--- src/rtl/dsp_bist_pkg.sv ---
// Shared definitions for the DSP BIST sequencer: FSM state encodings,
// LFSR feedback polynomial, per-mode gap lookup and test-index decode.
package dsp_bist_pkg;

    localparam logic [2:0] ST_IDLE   = 3'd0;
    localparam logic [2:0] ST_SETUP  = 3'd1;
    localparam logic [2:0] ST_ISSUE  = 3'd2;
    localparam logic [2:0] ST_GAP    = 3'd3;
    localparam logic [2:0] ST_DRAIN  = 3'd4;
    localparam logic [2:0] ST_REPORT = 3'd5;
    localparam logic [2:0] ST_DONE   = 3'd6;

    // Galois taps for a right-shifting 32-bit maximal-length LFSR.
    localparam logic [31:0] LFSR_POLY = 32'h8020_0003;

    // Idle cycles between start pulses for a given DSP mode.
    function automatic int gap_of(input logic [1:0] m, input int g0, input int g1, input int g2);
        case (m)
            2'd0:    return g0;
            2'd1:    return g1;
            default: return g2;
        endcase
    endfunction

    // Test t sweeps mac fastest, then mode, then pipe depth.
    function automatic logic [1:0] test_mode(input int t);
        return 2'((t % 6) / 2);
    endfunction

    function automatic logic test_mac(input int t);
        return 1'(t % 2);
    endfunction

    function automatic int test_pipe(input int t);
        return t / 6;
    endfunction

endpackage

--- src/rtl/dsp_bist_lfsr.sv ---
// Seedable 32-bit Galois LFSR; load restores the seed, step advances once.
module dsp_bist_lfsr
    import dsp_bist_pkg::*;
#(
    parameter logic [31:0] SEED = 32'hACE1_1234
) (
    input  logic        clk,
    input  logic        rst,
    input  logic        load,
    input  logic        step,
    output logic [31:0] state
);

    // Seed on reset or load; otherwise shift right with feedback from bit 0.
    always_ff @(posedge clk or posedge rst) begin
        if (rst) begin
            state <= SEED;
        end else if (load) begin
            state <= SEED;
        end else if (step) begin
            state <= {1'b0, state[31:1]} ^ (state[0] ? LFSR_POLY : 32'd0);
        end
    end

endmodule

--- src/rtl/dsp_bist_seq.sv ---
// BIST sequencer: sweeps every pipe/mode/mac combination of the fracturable
// DSP, feeds DUT and reference model identical pseudo-random operands and
// reports a saturating mismatch count per test.
module dsp_bist_seq
    import dsp_bist_pkg::*;
#(
    parameter int          WIDTH            = 16,
    parameter int          PIPE_STAGE_WIDTH = 1,
    parameter int          NUM_PIPE         = 2,
    parameter int          TEST_COUNT       = 200,
    parameter int          SETTLE_CYCLES    = 10,
    parameter int          DRAIN_CYCLES     = 10,
    parameter int          GAP_M0           = 0,
    parameter int          GAP_M1           = 1,
    parameter int          GAP_M2           = 3,
    parameter int          ERR_WIDTH        = 16,
    parameter logic [31:0] SEED             = 32'hACE1_1234
) (
    input  logic                          clk,
    input  logic                          rst,
    input  logic                          bist_go,
    input  logic [2*WIDTH-1:0]            dut_out,
    input  logic [2*WIDTH-1:0]            model_out,
    input  logic                          compare_res,
    output logic                          start,
    output logic [1:0]                    mode,
    output logic                          mac,
    output logic [PIPE_STAGE_WIDTH-1:0]   pipe_stages,
    output logic [WIDTH-1:0]              aa,
    output logic [WIDTH-1:0]              bb,
    output logic [2*WIDTH-1:0]            cc,
    output logic                          busy,
    output logic                          result_valid,
    output logic [$clog2(6*NUM_PIPE)-1:0] result_idx,
    output logic [ERR_WIDTH-1:0]          result_err,
    output logic [6*NUM_PIPE-1:0]         pass_vec,
    output logic                          done,
    output logic                          all_pass
);

    localparam int NTEST = 6 * NUM_PIPE;
    localparam int IDX_W = $clog2(NTEST);
    localparam int H     = WIDTH / 2;
    localparam int ISS_W = $clog2(TEST_COUNT + 1);
    localparam int CNT_W = 16;
    localparam logic [ERR_WIDTH-1:0] ERR_MAX = '1;

    logic [2:0]           state_q, state_d;
    logic [CNT_W-1:0]     cnt_q;
    logic [ISS_W-1:0]     iss_q;
    logic [IDX_W-1:0]     t_q;
    logic [ERR_WIDTH-1:0] err_q;
    logic [31:0]          lfsr_q;
    logic [CNT_W-1:0]     gap_len;
    logic [NTEST-1:0]     pass_upd;
    logic                 go_ok, enter_setup, load_op, last_test, count_en, err_hit;
    int                   t_set;

    // Sign-extend an (H+1)-bit slice to the full operand width.
    function automatic logic [WIDTH-1:0] narrow_ext(input logic [H:0] v);
        logic signed [WIDTH-1:0] ext;
        ext = {{(WIDTH-H-1){v[H]}}, v};
        return ext;
    endfunction

    function automatic logic [WIDTH-1:0] op_a(input logic [1:0] m, input logic [31:0] r);
        if (m[1]) return r[WIDTH-1:0];
        return narrow_ext(r[H:0]);
    endfunction

    function automatic logic [WIDTH-1:0] op_b(input logic [1:0] m, input logic [31:0] r);
        if (m == 2'd0) return narrow_ext(r[31:31-H]);
        return r[31 -: WIDTH];
    endfunction

    dsp_bist_lfsr #(.SEED(SEED)) u_lfsr (
        .clk   (clk),
        .rst   (rst),
        .load  (go_ok),
        .step  (load_op),
        .state (lfsr_q)
    );

    assign go_ok       = bist_go && (state_q == ST_IDLE || state_q == ST_DONE);
    assign last_test   = (t_q == IDX_W'(NTEST - 1));
    assign gap_len     = CNT_W'(gap_of(mode, GAP_M0, GAP_M1, GAP_M2));
    assign count_en    = (state_q == ST_ISSUE) || (state_q == ST_GAP) || (state_q == ST_DRAIN);
    assign err_hit     = compare_res && (dut_out != model_out);
    assign enter_setup = (state_d == ST_SETUP) && (state_q != ST_SETUP);
    // Every cycle spent in ISSUE, including back-to-back ones, gets fresh operands.
    assign load_op     = (state_d == ST_ISSUE);
    assign t_set       = go_ok ? 0 : int'(t_q) + 1;

    assign start        = (state_q == ST_ISSUE);
    assign result_valid = (state_q == ST_REPORT);
    assign result_idx   = result_valid ? t_q : '0;
    assign result_err   = result_valid ? err_q : '0;
    assign cc           = '0;

    // Next-state decode for the sweep FSM.
    always_comb begin
        state_d = state_q;
        case (state_q)
            ST_IDLE, ST_DONE: if (bist_go) state_d = ST_SETUP;
            ST_SETUP:  if (cnt_q == CNT_W'(SETTLE_CYCLES - 1)) state_d = ST_ISSUE;
            ST_ISSUE: begin
                if (gap_len != '0)                             state_d = ST_GAP;
                else if (iss_q + ISS_W'(1) == ISS_W'(TEST_COUNT)) state_d = ST_DRAIN;
            end
            ST_GAP: begin
                if (cnt_q == gap_len - CNT_W'(1))
                    state_d = (iss_q == ISS_W'(TEST_COUNT)) ? ST_DRAIN : ST_ISSUE;
            end
            ST_DRAIN:  if (cnt_q == CNT_W'(DRAIN_CYCLES - 1)) state_d = ST_REPORT;
            ST_REPORT: state_d = last_test ? ST_DONE : ST_SETUP;
            default:   state_d = ST_IDLE;
        endcase
    end

    // Pass vector as it will look once the current report is folded in.
    always_comb begin
        pass_upd      = pass_vec;
        pass_upd[t_q] = (err_q == '0);
    end

    // State, dwell counter, issue counter, test index and saturating error count.
    always_ff @(posedge clk or posedge rst) begin
        if (rst) begin
            state_q <= ST_IDLE;
            cnt_q   <= '0;
            iss_q   <= '0;
            t_q     <= '0;
            err_q   <= '0;
        end else begin
            state_q <= state_d;
            cnt_q   <= (state_d != state_q) ? '0 : cnt_q + CNT_W'(1);
            if (enter_setup) begin
                iss_q <= '0;
                err_q <= '0;
                t_q   <= IDX_W'(t_set);
            end else begin
                if (state_q == ST_ISSUE) iss_q <= iss_q + ISS_W'(1);
                if (count_en && err_hit && err_q != ERR_MAX) err_q <= err_q + ERR_WIDTH'(1);
            end
        end
    end

    // Registered DSP configuration and sweep status outputs.
    always_ff @(posedge clk or posedge rst) begin
        if (rst) begin
            mode        <= '0;
            mac         <= 1'b0;
            pipe_stages <= '0;
            busy        <= 1'b0;
            done        <= 1'b0;
            all_pass    <= 1'b0;
            pass_vec    <= '0;
        end else begin
            if (enter_setup) begin
                mode        <= test_mode(t_set);
                mac         <= test_mac(t_set);
                pipe_stages <= PIPE_STAGE_WIDTH'(test_pipe(t_set));
            end
            if (go_ok) begin
                busy     <= 1'b1;
                done     <= 1'b0;
                all_pass <= 1'b0;
                pass_vec <= '0;
            end
            if (state_q == ST_REPORT) begin
                pass_vec <= pass_upd;
                if (last_test) begin
                    busy     <= 1'b0;
                    done     <= 1'b1;
                    all_pass <= &pass_upd;
                end
            end
        end
    end

    // Operands are captured at each issue and held through the gaps.
    always_ff @(posedge clk or posedge rst) begin
        if (rst) begin
            aa <= '0;
            bb <= '0;
        end else if (load_op) begin
            aa <= op_a(mode, lfsr_q);
            bb <= op_b(mode, lfsr_q);
        end
    end

endmodule

--- config.mk ---
export PLATFORM = sky130hd
export DESIGN_NAME = dsp_bist_seq
export DESIGN_NICKNAME = d
export VERILOG_FILES = /design/src/rtl/dsp_bist_pkg.sv /design/src/rtl/dsp_bist_lfsr.sv /design/src/rtl/dsp_bist_seq.sv
export SDC_FILE = /design/constraint.sdc
export NUM_CORES = 1
export LEC_CHECK = 0
export CAP_MARGIN = 30
export CORE_MARGIN = 8
export CORE_UTILIZATION = 25
export DETAILED_ROUTE_END_ITERATION = 10
export SYNTH_ARGS = -nofsm -noshare
export SYNTH_HDL_FRONTEND = slang
export SYNTH_SLANG_ARGS = --single-unit
--- constraint.sdc ---
create_clock -name clk -period 5.3 [get_ports clk]
set_input_delay 1.06 -clock clk [delete_from_list [all_inputs] [get_ports clk]]
set_output_delay 1.06 -clock clk [all_outputs]
set_load 0.05 [all_outputs]
==> results of run 1 <==
-- worst min-delay path, cell delays in order (launching register included) --
cell	delay, ns
dfstp_2	0.37
inv_1	0.04
o21ai_0	0.07
-- per-stage QoR --
stage / std cells / setup slack [ns] / power, mW / utilization / area [µm²]
finish: 1374 / 0.9205 / 5.176 / 0.3307 / 9751
global route: 1374 / 0.6073 / 5.517 / 0.3307 / 9751
CTS: 1374 / 0.9804 / 5.237 / 0.3307 / 9751
detailed placement: 1342 / 0.5851 / 3.958 / 0.3093 / 9119
global placement: 1341 / 0.6837 / 3.919 / 0.3088 / 9104
floorplan: 880 / 0.8205 / 3.272 / - / 7579
-- where the power goes --
| part | internal (mW) | switching (mW) |
|---|---|---|
| Combinational | 0.777 | 1.47 |
| Clock | 0.728 | 0.523 |
| Sequential | 1.33 | 0.340 |
| Total | 2.84 | 2.34 |
-- registers in the layout (all words and copies together) (netlist names) --
signal,cells
cnt_q,16
err_q,16
iss_q,8
pass_vec,12
busy,1
t_q,4
bb,16
all_pass,1
mode,2
aa,16
pipe_stages,1
u_lfsr.state,32
done,1
state_q,3
-- cells by family (layout without fill, tap and decap cells) --
logic type / count (synthesis) / in the layout / synth area share
flops: 129 / 129 / 0.4348
fa+ha+maj: 14 / 14 / 0.02347
simple gates: 320 / 320 / 0.2123
compound gates: 191 / 191 / 0.1536
buf+inv: 116 / 220 / 0.07965
xor+xnor: 61 / 61 / 0.07160
mux: 17 / 17 / 0.02414
other cells: 1 / 32 / 0.0005025
-- final timing paths --
| check | cells past startpoint | slack, ns | from | endpoint |
|---|---|---|---|---|
| min in group asynchronous | 2 | 1.16 | rst | bb[13] |
| worst max-delay path | 15 | 0.92 | bist_go | mode[1] |
| worst max register to register | 14 | 1.13 | t_q[0] | mode[1] |
| max in group asynchronous | 3 | 3.15 | rst | err_q[1] |
| worst min register to register | 2 | 0.49 | u_lfsr.state[4] | u_lfsr.state[4] |
| worst min-delay path | 2 | 0.49 | u_lfsr.state[4] | u_lfsr.state[4] |
-- layer usage --
layer  wire [µm]  global-route usage  part of all wire
met1        9098              0.1450              0.44
met2       10400              0.1906              0.50
met3         905             0.02477             0.044
met4         286             0.03939             0.014
met5           0                   0                 0
-- cell usage in the layout, fill, tap and decap left out, drive strengths merged, types with 3 or more instances in the layout --
master / Yosys / final
nand4: 20 / 20
nand3: 55 / 55
and2: 16 / 16
dfrtp: 116 / 116
xor2: 16 / 16
o31ai: 6 / 6
or2: 6 / 6
nand2: 100 / 100
buf: 50 / 9
nor2b: 6 / 6
a2111oi: 3 / 3
clkbuf: 27 / 17
nor4: 10 / 10
mux2i: 12 / 12
conb: 1 / 32
or4: 4 / 4
a31oi: 20 / 20
a21oi: 54 / 54
clkdlybuf4s50: 0 / 140
mux2: 5 / 5
o21ai: 76 / 76
ha: 14 / 14
or3: 7 / 7
o211ai: 8 / 8
and3b: 3 / 3
nor2: 64 / 64
nand3b: 3 / 3
inv: 39 / 50
dfstp: 13 / 13
xnor2: 45 / 45
nor3: 10 / 10
nand2b: 6 / 6
and3: 5 / 5
-- layout make-up --
class,instances,area share
clock buffers,17,0.04363
well taps,390,0.05004
clock inverters,15,0.02117
inverters,39,0.01553
multi-input cells,635,0.3842
flip-flops and latches,129,0.3327
repair buffers,149,0.1527
==> flow_metrics.py, run 1 <==
metrics = {
    "outcome": {
        "status": "complete, no violations",
    },
    "timing": {
        "finClkSkew_ns": 0.01729,
        "timing.final.crit_share": 0.8263,
        "tightestPinTransition_ns": 0.8162,
        "hold_viol_final": 0,
        "period_needed_ns": 4.379,
        "max_slew_margin": 0.4558,
        "setup_viol": 0,
        "max_freq_mhz": 228.3,
        "fin_hold_ws_ns": 0.4875,
        "rsz0062_at_grt": "no",
        "setup_tns_ns": 0,
        "slew_viol_final": 0,
    },
    "clock_network": {
        "clockBufferDepth": 2,
        "cts_buffers": 17,
        "cts_setup_buffers": 0,
        "hold_buffers": 0,
        "cts.clk_slew.worst_paths_ns": 0.07,
        "cts_tree": "done",
        "cts.root.buffer_cell": "clkbuf_16",
        "clock_latency_ns": 0.43,
        "htree_levels": 4,
        "clock-sinks": 129,
        "cts_resized": 0,
    },
    "placement": {
        "place.gp.congestion": 0.8359,
        "dp_hpwl_um": 14910,
        "port_buffers": 140,
    },
    "global_routing": {
        "grt_pass1_vias": 6271,
        "grt_antenna_before_repair": 0,
        "grt_overflow_total": 0,
        "grt_util_all_layers": 0.1147,
        "grt_max_degree": 66,
        "grt_pass1_wl_um": 33560,
    },
    "floorplanning": {
        "initial_utilization": 0.2531,
        "dieArea_um2": 35630,
        "fp.dieW_um": 188.8,
        "rows": 63,
        "ioPinCount": 173,
        "fp.dieH_um": 188.8,
        "core_area_um2": 29480,
    },
    "worst_setup_path": {
        "crit_fanout": 5,
        "cp_cell_sequence": "clkdlybuf4s50_1 > nor2b_1 > nand2_1 > and2_1 > ha_1 > nand4b_1 > o22ai_1 > o31ai_1 > xor2_1 > ha_1 > o32a_1 > nor3_1 > ha_1 > nor4_1 > o31a_1",
        "criticalPathCategory": "in -> reg",
        "cpMaxStageDelayCell": "o31ai_1",
        "critPathBufInv": 1,
        "cp_top_family": "compound AO/OA/AOI/OAI gates",
        "worstSetupEndpointType": "register",
        "path_common_cell": "ha_1",
        "worst_setup_path_start_kind": "input port",
        "arrival_ns": 4.70,
        "slowest_delay_ns": 0.53,
        "worstPathRequired_ns": 5.62,
    },
    "yosys": {
        "synth_cell_types": 65,
        "ys_ff_latch": 129,
        "avgSynthCellArea_um2": 8.789,
        "synth_area_um2": 7462,
        "ys_warn_count": 0,
        "synth_enable_flop_cells": 0,
        "synth_area_leaders": "dfrtp_1, xnor2_1, o21ai_0",
        "synth_ff_type": "dfrtp_1",
        "yosysSeqAreaShare": 0.4348,
        "synth_cells": 849,
        "synth-async-reset-ratio": 1.000,
        "synth.most_common_cell": "dfrtp_1",
        "synth_top_area_frac": 0.3890,
        "synth_top_area_cell": "dfrtp_1",
        "synth.top_cells.by_count": "dfrtp_1, nand2_1, o21ai_0, nor2_1, nand3_1",
    },
    "run": {
        "max_cap_violations": 0,
    },
    "route": {
        "avgViaCountPerCell": 4.640,
        "routed_wl_um": 20690,
        "drc_errors": 0,
        "drt-wirelength-per-cell_um": 15.06,
        "drt-initial-drc-count": 390,
        "firstDrtPassIters": 5,
        "vias": 6376,
        "ant_nets": 0,
    },
    "cells_and_area": {
        "drive_gt1_frac": 0.08537,
        "synthToLayoutAreaGrowth_pct": 30.67,
        "seq_area_um2": 3244,
        "diodes": 0,
        "nets": 1053,
        "fill_cells": 3052,
        "multi_input_area_um2": 3746,
    },
    "power": {
        "power_density_nw_per_um2": 530.8,
        "leakage_nw": 3.957,
        "vdd_drop_max_mv": 0.2825,
    },
    "hold_path": {
        "hold_path.class": "reg -> reg",
    },
}
No activity file was read; power rests on OpenSTA's default activity.
==> run 2, diff against run 1 <==
==> constraint.sdc (replaced) <==
create_clock -name clk -period 3.73 [get_ports clk]
set_input_delay 0.746 -clock clk [delete_from_list [all_inputs] [get_ports clk]]
set_output_delay 0.746 -clock clk [all_outputs]
set_load 0.05 [all_outputs]
==> run 2 against run 1 <==
  * Critical endpoint unchanged
  * Largest cell class unchanged
  * Clock power increased by 42%
  * Cell count increased by 2.4%
  * Sequential share of layout area decreased by 0.95 points
  * Global-route usage increased by 0.22 points
==> flow_metrics.py, run 2 (synthesized netlist as in run 1, its figures left out) <==
metrics = {
    "outcome": {
        "status": "complete, no violations",
    },
    "timing": {
        "tightestPinTransition_ns": 0.7120,
        "setup_viol": 0,
        "max_freq_mhz": 281.5,
        "setup_tns_ns": 0,
        "slew_viol_final": 0,
        "fin_hold_ws_ns": 0.4913,
        "period_needed_ns": 3.553,
        "finClkSkew_ns": 0.009834,
        "hold_viol_final": 0,
        "max_slew_margin": 0.5239,
        "timing.final.crit_share": 0.9525,
    },
    "power": {
        "power_mw": 7.509,
        "leakage_nw": 4.135,
        "power_density_nw_per_um2": 747.7,
        "vdd_drop_max_mv": 0.4006,
    },
    "route": {
        "ant_nets": 0,
        "drt-wirelength-per-cell_um": 15.05,
        "drt-initial-drc-count": 378,
        "drc_errors": 0,
        "vias": 6509,
        "routed_wl_um": 21170,
        "avgViaCountPerCell": 4.626,
        "firstDrtPassIters": 5,
    },
    "cells_and_area": {
        "diodes": 0,
        "layout_commonest_cell": "clkdlybuf4s50_1",
        "synthToLayoutAreaGrowth_pct": 34.59,
        "drive_gt1_frac": 0.1219,
        "largest_register_ffs": 32,
        "final_cell_mix": "clkdlybuf4s50_1, dfrtp_1, nand2_1, o21ai_0, nor2_1",
        "nets": 1086,
        "largest_register": "u_lfsr.state",
        "fin_util": 0.3407,
    },
    "floorplanning": {
        "fp.dieW_um": 188.8,
        "initial_utilization": 0.2531,
        "dieArea_um2": 35630,
        "core_area_um2": 29480,
        "ioPinCount": 173,
        "rows": 63,
        "fp.dieH_um": 188.8,
    },
    "worst_setup_path": {
        "r2r_slack_ns": 0.18,
        "critical_path.startpoint": "t_q[0]",
        "arrival_ns": 3.86,
        "criticalPathCategory": "reg -> reg",
        "cpMaxStageDelayCell": "dfrtp_2",
        "cp_cell_sequence": "nand3_1 > xnor2_1 > and2_1 > ha_1 > buf_4 > o2111ai_1 > a32oi_1 > o31ai_2 > or2_2 > and2_1 > o32a_1 > nor3_2 > ha_1 > nor4_1 > o31a_1",
        "reg2reg_depth": 15,
        "worstSetupEndpointType": "register",
        "r2r_start": "t_q[0]",
        "endpoint": "mode[1]",
        "crit_fanout": 11,
        "r2r_end": "mode[1]",
        "worstPathRequired_ns": 4.04,
        "worst_setup_path_start_kind": "register",
        "slowest_delay_ns": 0.52,
    },
    "global_routing": {
        "grt_pass1_vias": 6522,
        "grt_overflow_total": 0,
        "grt_pass1_wl_um": 34270,
        "grt_antenna_before_repair": 0,
        "grt_util_all_layers": 0.1169,
        "grt_max_degree": 89,
    },
    "clock_network": {
        "cts.root.buffer_cell": "clkbuf_16",
        "cts_tree": "done",
        "hold_buffers": 0,
        "clock_latency_ns": 0.43,
        "cts_setup_buffers": 0,
        "clock-sinks": 129,
        "cts.clk_slew.worst_paths_ns": 0.06,
        "htree_levels": 4,
        "clockBufferDepth": 2,
        "cts_buffers": 17,
    },
    "placement": {
        "port_buffers": 140,
        "dp_hpwl_um": 15400,
        "place.gp.congestion": 0.8475,
    },
    "hold_path": {
        "hold_path.class": "reg -> reg",
    },
    "run": {
        "max_cap_violations": 0,
    },
}
[run 2: per-stage QoR]
step / instances / instance area, µm² / worst slack [ns]
final: 1407 / 10040 / 0.1771
after global routing: 1407 / 10040 / -0.02344
after CTS: 1407 / 10020 / 0.003678
after detailed placement: 1375 / 9374 / -0.5665
after global placement: 1375 / 9374 / -0.4218
after floorplan: 880 / 7584 / 0.02327
[run 2: per-layer routing]
metal	wire, µm	vias to the layer above	track usage	share of wire
met5	0	-	0	0
met4	442	0	0.04480	0.021
met3	894	31	0.02237	0.042
met2	10700	130	0.2013	0.51
met1	9141	3158	0.1421	0.43
li1	-	3190	-	-
[run 2: worst max-delay path, delay by kind of cell (launching register included)]
kind                       cells  cell delay (ns)
and+or+nand+nor                6             1.08
buffers and inverters          1             0.11
DFF                            1             0.52
xor gates and xnor gates       1             0.20
adders and majority gates      2             0.48
AOI/OAI and AO/OA              5             1.03
[run 2: how the worst min path moves through the flow]
stage / slack (ns) / startpoint / cells after the start / end
2_1_floorplan: 0.46 / u_lfsr.state[4] / 2 / u_lfsr.state[4]
3_3_place_gp: 0.48 / u_lfsr.state[4] / 2 / u_lfsr.state[4]
3_5_place_dp: 0.48 / done / 2 / done
4_1_cts: 0.50 / done / 2 / done
5_1_grt: 0.53 / u_lfsr.state[4] / 2 / u_lfsr.state[4]
6_report: 0.49 / done / 2 / done
[run 2: layout make-up]
class | count | area (µm²)
Fill cell | 3015 | 19440
Timing Repair Buffer | 182 | 1744
Sequential cell | 129 | 3247
Inverter | 39 | 152.6
Tap cell | 390 | 488.0
Clock buffer | 17 | 425.4
Multi-Input combinational cell | 635 | 3777
Clock inverter | 15 | 209.0
[run 2: where the power goes]
part	total, mW	internal (mW)	switching (mW)
registers	2.36	1.90	0.459
logic	3.37	1.21	2.16
clock network	1.78	1.04	0.742
total	7.51	4.14	3.37
[run 2: repair_timing]
item                                    4_1_cts  5_1_grt
endpoints found under the setup margin        2        2
hold endpoints to repair                      0        0
pin swaps                                     0        1
resized for setup                             2        6
